[src/rtl/button_press_decoder.sv]
// Short/long/auto-repeat button press decoder with a post-reset lockout.
// Define BUTTON_AUTOREPEAT_EN to compile in the repeat_press pulses.
module button_press_decoder #(
    parameter int LONG_CYCLES   = 1000000,
    parameter int REPEAT_CYCLES = 250000
) (
    input  logic clk,
    input  logic rstn,
    input  logic btn_in,
    output logic short_press,
    output logic long_press,
    output logic repeat_press,
    output logic held
);

    localparam int MAX_CYCLES =
        (LONG_CYCLES > REPEAT_CYCLES) ? LONG_CYCLES : REPEAT_CYCLES;
    localparam int CW = $clog2(MAX_CYCLES + 1);
    localparam logic [CW-1:0] LONG_LAST = CW'(LONG_CYCLES - 1);
`ifdef BUTTON_AUTOREPEAT_EN
    localparam logic [CW-1:0] REP_LAST = CW'(REPEAT_CYCLES - 1);
`endif

    typedef enum logic [1:0] {
        LOCKOUT,
        IDLE,
        PRESSED,
        LONG
    } state_t;

    state_t        state_q;
    state_t        state_d;
    logic [CW-1:0] cnt_q;
    logic [CW-1:0] cnt_d;
    logic          short_d;
    logic          long_d;
    logic          rep_d;

    always_ff @(posedge clk or negedge rstn) begin
        if (!rstn) begin
            state_q      <= LOCKOUT;
            cnt_q        <= '0;
            short_press  <= 1'b0;
            long_press   <= 1'b0;
            repeat_press <= 1'b0;
            held         <= 1'b0;
        end else begin
            state_q      <= state_d;
            cnt_q        <= cnt_d;
            short_press  <= short_d;
            long_press   <= long_d;
            repeat_press <= rep_d;
            held         <= (state_d == PRESSED) || (state_d == LONG);
        end
    end

    // Counter is compared before incrementing, so it never wraps.
    always_comb begin
        state_d = state_q;
        cnt_d   = cnt_q;
        short_d = 1'b0;
        long_d  = 1'b0;
        rep_d   = 1'b0;
        unique case (state_q)
            LOCKOUT: begin
                if (!btn_in) begin
                    state_d = IDLE;
                    cnt_d   = '0;
                end
            end
            IDLE: begin
                if (btn_in) begin
                    state_d = PRESSED;
                    cnt_d   = CW'(1);
                end
            end
            PRESSED: begin
                if (!btn_in) begin
                    short_d = 1'b1;
                    state_d = IDLE;
                    cnt_d   = '0;
                end else if (cnt_q == LONG_LAST) begin
                    long_d  = 1'b1;
                    state_d = LONG;
                    cnt_d   = '0;
                end else begin
                    cnt_d = cnt_q + 1'b1;
                end
            end
            LONG: begin
                if (!btn_in) begin
                    state_d = IDLE;
                    cnt_d   = '0;
                end else begin
`ifdef BUTTON_AUTOREPEAT_EN
                    if (cnt_q == REP_LAST) begin
                        rep_d = 1'b1;
                        cnt_d = '0;
                    end else begin
                        cnt_d = cnt_q + 1'b1;
                    end
`else
                    cnt_d = cnt_q;
`endif
                end
            end
            default: begin
                state_d = LOCKOUT;
                cnt_d   = '0;
            end
        endcase
    end

endmodule

[config.mk]
export PLATFORM = sky130hd
export DESIGN_NAME = button_press_decoder
export DESIGN_NICKNAME = d
export VERILOG_FILES = /design/src/rtl/button_press_decoder.sv
export SDC_FILE = /design/constraint.sdc
export NUM_CORES = 1
export LEC_CHECK = 0
export BUFFER_PORTS_ARGS = -buffer_cell sky130_fd_sc_hd__buf_2
export CAP_MARGIN = 20
export CORE_MARGIN = 2
export CORE_UTILIZATION = 62
export CTS_BUF_LIST = sky130_fd_sc_hd__clkbuf_8
export DETAILED_ROUTE_END_ITERATION = 10
export GPL_ROUTABILITY_DRIVEN = 0
export PLACE_DENSITY = 0.76
export SETUP_SLACK_MARGIN = 0.02
export SKIP_CTS_REPAIR_TIMING = 1
export SLEW_MARGIN = 20
export SYNTH_ARGS = -nofsm -noshare
export SYNTH_HDL_FRONTEND = slang
export SYNTH_SLANG_ARGS = --single-unit
export TNS_END_PERCENT = 50
[constraint.sdc]
create_clock -name clk -period 3.3 [get_ports clk]
set_input_delay 0.825 -clock clk [delete_from_list [all_inputs] [get_ports clk]]
set_output_delay 0.825 -clock clk [all_outputs]
set_load 0.005 [all_outputs]
==> Yosys cells after proc, flatten, opt, wreduce, memory -nomap -nowiden <==
Index checks and enable logic that the tools add are counted.
{ "word_totals": {"elab_cells": 33, "regBits": 25, "in_bits": 3} }
{ "op_classes": {"muxes": 15, "addsub": 1, "n_reduce_logical": 4, "eq_ne": 8} }
{ "op_table": {"columns": ["cell", "n"], "rows": [
  ["20-bit two-way mux", 4],
  ["20-bit case mux with 3 select lines", 1],
  ["20-bit by 1-bit adder with 20-bit output (second input constant)", 1],
  ["20-bit equality test (second input constant)", 1],
  ["2-bit equality test (second input constant)", 4],
  ["2-bit two-way mux", 4],
  ["2-bit case mux with 3 select lines", 1],
  ["1-bit two-way mux", 5],
  ["2-bit inequality test (second input constant)", 2],
  ["2-bit by 1-bit equality test with 1-bit output (second input constant)", 1],
  ["2-bit zero test", 1],
  ["2-bit AND reduction", 1],
  ["2-bit OR reduction", 1],
  ["1-bit logical OR", 1]
]} }

==> Longest topological paths before layout <==
Gate-level depths: netlist of the first run.
{ "logic_depth": {"word_depth": 6, "depth_mapped": 9, "mapped_depth_nobuf": 7} }

==> Worst setup path after synthesis of the first run <==
Ideal clock, no wire load.
{ "synth_path": {"kind": "input port to flip-flop", "start": "in btn_in", "end": "reg cnt_q[19]", "cell_stages": 8, "slack_ps": 1278, "t_required_ps": 3221, "path_buffers": 3, "setup_time_ps": 79, "arrival_time_ps": 1942, "cell_sequence": "buf_2 nand3b_4 or2_0 buf_6 a21oi_4 buf_6 nand4_1 mux2i_1"} }
{ "synth_between": {"elab_chain_len": 2, "word_cells_on_any_way": 5, "cone_classes": "eq/ne: 2; mux: 2; reduce/logical: 1"} }
{ "synth_rtl": {"columns": ["item", "line", "source"], "rows": [
  ["start: declaration", "9", "input logic btn_in,"],
  ["20-bit two-way mux / 2-bit inequality test (equally long branches)", null, null],
  ["20-bit case mux with 3 select lines / 2-bit AND reduction (equally long branches)", null, null],
  ["end signal: assignment", "49", "cnt_q <= cnt_d;"],
  ["end: declaration", "33", "logic [CW-1:0] cnt_q;"]
]} }
Several ways; a longest one is shown, not always the timed one.
A chain may end at the register's enable or synchronous reset.

==> Final worst setup path of the first run <==
{ "layout_path": {"start": "reg state_q[0]", "end": "reg cnt_q[17]"} }
{ "layout_between": {"elab_chain_len": 4, "word_cells_on_any_way": 9, "cone_classes": "eq/ne: 5; mux: 1; reduce/logical: 3"} }
{ "layout_rtl": {"columns": ["item", "line", "source"], "rows": [
  ["start: declaration", "31", "state_t state_q;"],
  ["start signal: assignment", "48", "state_q <= state_d;"],
  ["2-bit equality test / 2-bit zero test (equally long branches)", "64", "unique case (state_q)"],
  ["2-bit OR reduction (no source line)", null, null],
  ["2-bit inequality test (no source line)", null, null],
  ["2-bit AND reduction (no source line)", null, null]
]} }
Several ways; a longest one is shown, not always the timed one.

==> results by group, run 1 <==
Finish
  – Final nets: 167
  – P&R area growth vs syn: 4.79%
  – Layout cell share with drive strength beyond 1: 0.113
  – Ant diodes: 0
  – Finished Core Util: 0.687

STA
  – Part of the cycle the worst path needs: 0.655
  – Fin. Hold Viols: 0
  – Slew headroom: 0.495
  – Fin crit period: 2.16 ns
  – RSZ-0062 raised after global routing: false
  – FMAX: 0.463 GHz
  – Slew Limit Fails: 0
  – Worst Max-Slew Pin Slew: 0.755 ns
  – Hold slack: 0.486 ns
  – TNS Setup: 0 ns
  – Finish-stage setup viols: 0
  – Clock Skew: 0.00323 ns

Critical path
  – Critical Path Stages: 7
  – Crit-path max FO: 13
  – Crit path launch type: flip-flop
  – Worst path cell trace: inv_1, ha_1, nand3b_4, or2_0, a21oi_4, nand4_1, mux2i_1
  – Crit-path slowest cell: or2_0
  – Kind of critical path: reg -> reg
  – Register-to-register setup slack: 1.14 ns
  – Critical path data arrival time: 2.36 ns
  – Critical Path End Type: flip-flop
  – Crit path buf inv count: 1
  – Critical path origin: state_q[0]
  – R2r endpoint: cnt_q[17]
  – CP endpoint: cnt_q[17]
  – Cell family with the largest share of critical-path delay: simple AND/OR/NAND/NOR gates
  – Worst-case reg-to-reg path depth: 7
  – Reg-to-Reg Start: state_q[0]
  – Crit path required time: 3.50 ns
  – Worst path max stage delay: 0.42 ns

Global route
  – Initial antenna violation count: 0
  – Grt met3 use: 0.0431
  – Total GRT Usage: 0.251
  – GR peak layer: met2
  – Largest net degree at the start of global routing: 25
  – Vias in the first global route: 1112
  – First-pass GRT wire length: 5130 microns
  – Routing usage on met2: 0.386
  – Global route overflow: 0
  – GR Util met1: 0.357

Synth
  – Post-synthesis sequential area ratio: 0.418
  – Top cell type by total area after synthesis: dfrtp_1
  – Primary FF master, synth: dfrtp_1
  – Mapped Avg Cell Area: 9.09 sq um
  – Yosys top cell area share: 0.418
  – Post-synth net total: 164
  – Yosys cell types: 42
  – Top cells by area, synth: dfrtp_1, nand2_1, nand4_1
  – Post-Syn Instances: 158
  – Synth warnings: 0
  – Post-synthesis instance area: 1440 sq um
  – Post-synth EDFFs: 0
  – #FFs+latches synth: 24
  – Share of flip-flops with an asynchronous set or reset: 1.00

Routing
  – Antenna-violating nets left: 0
  – Avg WL per Cell: 15.6 microns
  – 1st-iter DRT viols: 31
  – Remaining DRCs: 0
  – Routed WL: 2930 microns
  – First-pass iteration count of the detailed router: 5
  – Via/cell ratio: 6.55
  – Vias: 1231

Worst hold path
  – Worst hold path class: reg -> reg

Die
  – Core ar.: 2190 sq um
  – Row cnt: 17
  – Chip width: 52.1 microns
  – Die area: 2720 sq um
  – IO Count: 7
  – Height of the die: 52.1 microns
  – Initial Util: 0.656

Clock network
  – CTS Buf Count: 3
  – CTS root buffer: clkbuf_8
  – TritonCTS clock tree: built
  – CTS Sinks: 24
  – Clock latency on the worst-skew pair: 0.27 ns
  – CTS max path bufs: 2
  – CTS clock-pin slew for the worst setup and hold paths: 0.08 ns
  – H-tree depth: 1

Power and ir drop
  – P_int: 0.535 mW
  – Flop pwr share: 0.399
  – Worst vdd ir: 0.000510 V
  – PwrDens: 566 nW/um^2
  – Clock Power Share: 0.233
  – Gate power share: 0.368
  – Switch share: 0.371
  – Leak: 0.621 nW
  – Final Power: 0.852 mW
  – Switching Power: 0.316 mW

Run status
  – Outcome: complete, no violations

Flow run
  – Max-cap violations: 0

Place
  – Port Buf Inserts: 5
  – Detailed Place HPWL: 2020 microns
[metal layers]
metal	vias to the layer above	share of wire
met1	583	0.45
li1	589	-
met3	3	0.074
met5	-	0
met4	0	0.0099
met2	56	0.47
[power groups by stage]
stage / logic, mW / clock network (mW) / registers [mW]
global route: 0.360 / 0.214 / 0.343
global placement: 0.302 / 0 / 0.343
finish: 0.313 / 0.199 / 0.339
CTS: 0.311 / 0.205 / 0.339
detailed placement: 0.310 / 0 / 0.345
floorplan: 0.236 / 0 / 0.341
[cells by family (layout without fill, tap and decap cells)]
family                     count (synthesis)  count (layout)  synth area share
and+or+nand+nor                           70              70             0.273
AOI/OAI and AO/OA                         40              40             0.177
DFF                                       24              24             0.418
buffers and inverters                     12              14            0.0479
muxes                                      7               7            0.0497
adders and majority gates                  3               3            0.0261
other                                      1               1           0.00261
xor gates and xnor gates                   1               1           0.00610
[through the flow]
stage,std cells,area (sq um),worst slack [ns]
final,188,1510,1.14
after detailed placement,184,1450,1.00
after global placement,184,1450,1.05
after global routing,188,1510,0.989
after floorplan,158,1440,1.28
after CTS,188,1510,1.18
[final cells by class]
type | count | area (sq um)
inverter | 4 | 15.0
multi-input combinational | 122 | 767
tap | 28 | 35.0
clock buffer | 4 | 55.1
timing repair buffer | 6 | 32.5
sequential | 24 | 601
fill | 169 | 686
[placed cells by master, fill, tap and decap left out, drive strengths merged, types with 6 or more instances in the layout]
master	instances
nor2	11
dfrtp	24
nand4	11
a31oi	6
a21oi	13
nand3	13
mux2i	6
nand2	19
o21ai	11
buf	6
[state kept, by name (all words and copies together), names as in the netlist]
signal,flops
state_q,1
short_press,1
held,1
long_press,1
cnt_q,20
[how the worst min path moves through the flow]
stage | depth (start not counted) | slack (ns) | end | startpoint
after floorplan | 1 | 0.45 | cnt_q[19] | cnt_q[19]
after global placement | 1 | 0.47 | cnt_q[19] | cnt_q[19]
after detailed placement | 1 | 0.47 | cnt_q[19] | cnt_q[19]
after CTS | 1 | 0.48 | cnt_q[19] | cnt_q[19]
after global routing | 1 | 0.51 | cnt_q[19] | cnt_q[19]
final | 1 | 0.49 | cnt_q[19] | cnt_q[19]
[Yosys cell counts, types with 2 or more instances]
| cell type | n |
|---|---|
| nand2_1 | 19 |
| dfrtp_1 | 24 |
| a22o_1 | 3 |
| o31ai_1 | 2 |
| nor2_1 | 10 |
| inv_1 | 4 |
| o21ai_1 | 4 |
| a211oi_1 | 2 |
| o311ai_0 | 2 |
| buf_2 | 4 |
| a31oi_1 | 6 |
| mux2i_1 | 6 |
| o21ai_0 | 7 |
| nand3_1 | 12 |
| buf_6 | 2 |
| ha_1 | 3 |
| and3_1 | 2 |
| nor4_1 | 2 |
| nand4_1 | 11 |
| a21oi_1 | 11 |
Power figures use the tool's default switching activity.
==> run 2: changes to the inputs <==
--- a/config.mk
+++ b/config.mk
@@ -8,11 +8,11 @@
 export BUFFER_PORTS_ARGS = -buffer_cell sky130_fd_sc_hd__buf_2
 export CAP_MARGIN = 20
 export CORE_MARGIN = 2
-export CORE_UTILIZATION = 62
+export CORE_UTILIZATION = 57
 export CTS_BUF_LIST = sky130_fd_sc_hd__clkbuf_8
 export DETAILED_ROUTE_END_ITERATION = 10
 export GPL_ROUTABILITY_DRIVEN = 0
-export PLACE_DENSITY = 0.76
+export PLACE_DENSITY = 0.74
 export SETUP_SLACK_MARGIN = 0.02
 export SKIP_CTS_REPAIR_TIMING = 1
 export SLEW_MARGIN = 20
==> constraint.sdc (replaced) <==
create_clock -name clk -period 1.9 [get_ports clk]
set_input_delay 0.475 -clock clk [delete_from_list [all_inputs] [get_ports clk]]
set_output_delay 0.475 -clock clk [all_outputs]
set_load 0.005 [all_outputs]
==> run 2 against run 1 <==
Compared with the run above: critical path depth fell by 1; wire length is 14% higher; first-iteration DRC count rose by 58%; utilization shrank 1.2 points; clock skew about the same; cell count grew 9.6%; cell area increased by 9.1%; worst setup slack worse by 1.0 ns; fmax is 22% higher; sequential cell count stayed put.
==> results by group, run 2 (synthesis results as in run 1) <==
STA
  – Slew Limit Fails: 0
  – Worst Max-Slew Pin Slew: 0.561 ns
  – Clock Skew: 0.00286 ns
  – Fin crit period: 1.77 ns
  – RSZ-0062 raised after global routing: false
  – Setup WS post-layout: 0.135 ns
  – FMAX: 0.567 GHz
  – TNS Setup: 0 ns
  – Finish-stage setup viols: 0
  – Slew headroom: 0.626
  – Fin. Hold Viols: 0
  – Part of the cycle the worst path needs: 0.929

Finish
  – Max reg flops: 20
  – Most frequent cells in the layout: dfrtp_1, nand2_1, buf_4
  – Layout cell share with drive strength beyond 1: 0.210
  – Most common cell after layout, fill and taps aside: dfrtp_1
  – P&R area growth vs syn: 14.4%
  – Final nets: 183
  – Ant diodes: 0
  – Register name with the most flops: cnt_q

Die
  – Row cnt: 18
  – Chip width: 54.2 microns
  – IO Count: 7
  – Height of the die: 54.2 microns
  – Die area: 2940 sq um
  – Core ar.: 2430 sq um
  – Initial Util: 0.591

Clock network
  – CTS root buffer: clkbuf_8
  – CTS max path bufs: 2
  – TritonCTS clock tree: built
  – CTS Sinks: 24
  – CTS clock-pin slew for the worst setup and hold paths: 0.09 ns
  – CTS Buf Count: 3
  – H-tree depth: 1
  – Clock latency on the worst-skew pair: 0.27 ns

Critical path
  – Kind of critical path: reg -> reg
  – Critical Path End Type: flip-flop
  – Crit path required time: 2.06 ns
  – Worst path max stage delay: 0.44 ns
  – Worst path cell trace: nor4b_1, and4b_2, a21oi_4, buf_4, a21oi_1, mux2i_1
  – Crit-path slowest cell: dfrtp_1
  – Crit path launch type: flip-flop
  – Critical path data arrival time: 1.93 ns
  – Crit-path max FO: 8

Routing
  – Metal2 WL: 1630 microns
  – Antenna-violating nets left: 0
  – Top routing layer in use: met4
  – Avg WL per Cell: 16.2 microns
  – Routed WL: 3330 microns
  – Via/cell ratio: 6.25
  – 1st-iter DRT viols: 49
  – First-pass iteration count of the detailed router: 4
  – Vias: 1287
  – Remaining DRCs: 0
  – M1 WL: 1500 microns
  – Met3 WL post-DR: 154 microns

Run status
  – Outcome: complete, no violations

Power and ir drop
  – Worst vdd ir: 0.000625 V
  – PwrDens: 981 nW/um^2
  – Leak: 0.704 nW

Global route
  – First-pass GRT wire length: 5300 microns
  – Total GRT Usage: 0.250
  – Vias in the first global route: 1153
  – Global route overflow: 0
  – Largest net degree at the start of global routing: 25
  – Initial antenna violation count: 0

Flow run
  – Max-cap violations: 0

Place
  – Detailed Place HPWL: 2370 microns
  – Placement Setup Slack: 0.0596 ns
  – Port Buf Inserts: 5

Worst hold path
  – Worst hold path class: in -> async
## run 2: changes by cell type in the layout (fill, tap and decap cells not counted)
cell	change
buf_4	+16
and4b_1	-1
and4b_2	+1
nor2_2	-1
nor2_4	+1
nor4_1	-1
nor4_2	+1
or2_0	-1
or2_4	+1
## run 2: report_power, final
group          total (mW)  switching, mW  internal, mW
combinational       0.681          0.415         0.266
clock               0.357          0.171         0.185
sequential          0.574         0.0241         0.550
total                1.61          0.611          1.00
## run 2: area by class of cell
class,instances,area [sq um]
clock buffers,4,55.1
inverters,4,15.0
fillers,184,790
well taps,30,37.5
flip-flops and latches,24,601
repair buffers,22,153
multi-input cells,122,782
## run 2: layer usage
layer,up-vias,GRT usage
met2,36,0.416
met5,-,0
met1,620,0.337
met3,7,0.0250
met4,0,0.0875
li1,624,-
## run 2: worst paths after layout
path                       startpoint         to  slack [ns]  cells past startpoint
setup / recovery            cnt_q[10]  cnt_q[16]        0.13                      6
hold / removal                   rstn       held        0.19                      1
setup reg to reg            cnt_q[10]  cnt_q[16]        0.13                      6
hold reg to reg             cnt_q[19]  cnt_q[19]        0.49                      1
max in group asynchronous        rstn   cnt_q[2]        1.34                      1
min in group clk            cnt_q[19]  cnt_q[19]        0.49                      1
## run 2: worst max-delay path: cells and delay by family, from the launching register on
family / cells / cell delay [ns]
and+or+nand+nor: 2 / 0.75
muxes: 1 / 0.08
AOI/OAI and AO/OA: 2 / 0.20
buffers and inverters: 1 / 0.17
DFF: 1 / 0.44
## run 2: through the flow
step	area, sq um	hold slack (ns)	utilization	total power [mW]	cells
2_1_floorplan	1440	0.179	-	1.00	158
3_3_place_gp	1560	0.473	0.640	1.20	200
3_5_place_dp	1560	0.482	0.640	1.24	200
4_1_cts	1610	0.197	0.663	1.59	204
5_1_grt	1640	0.237	0.675	1.70	206
6_report	1640	0.186	0.675	1.61	206
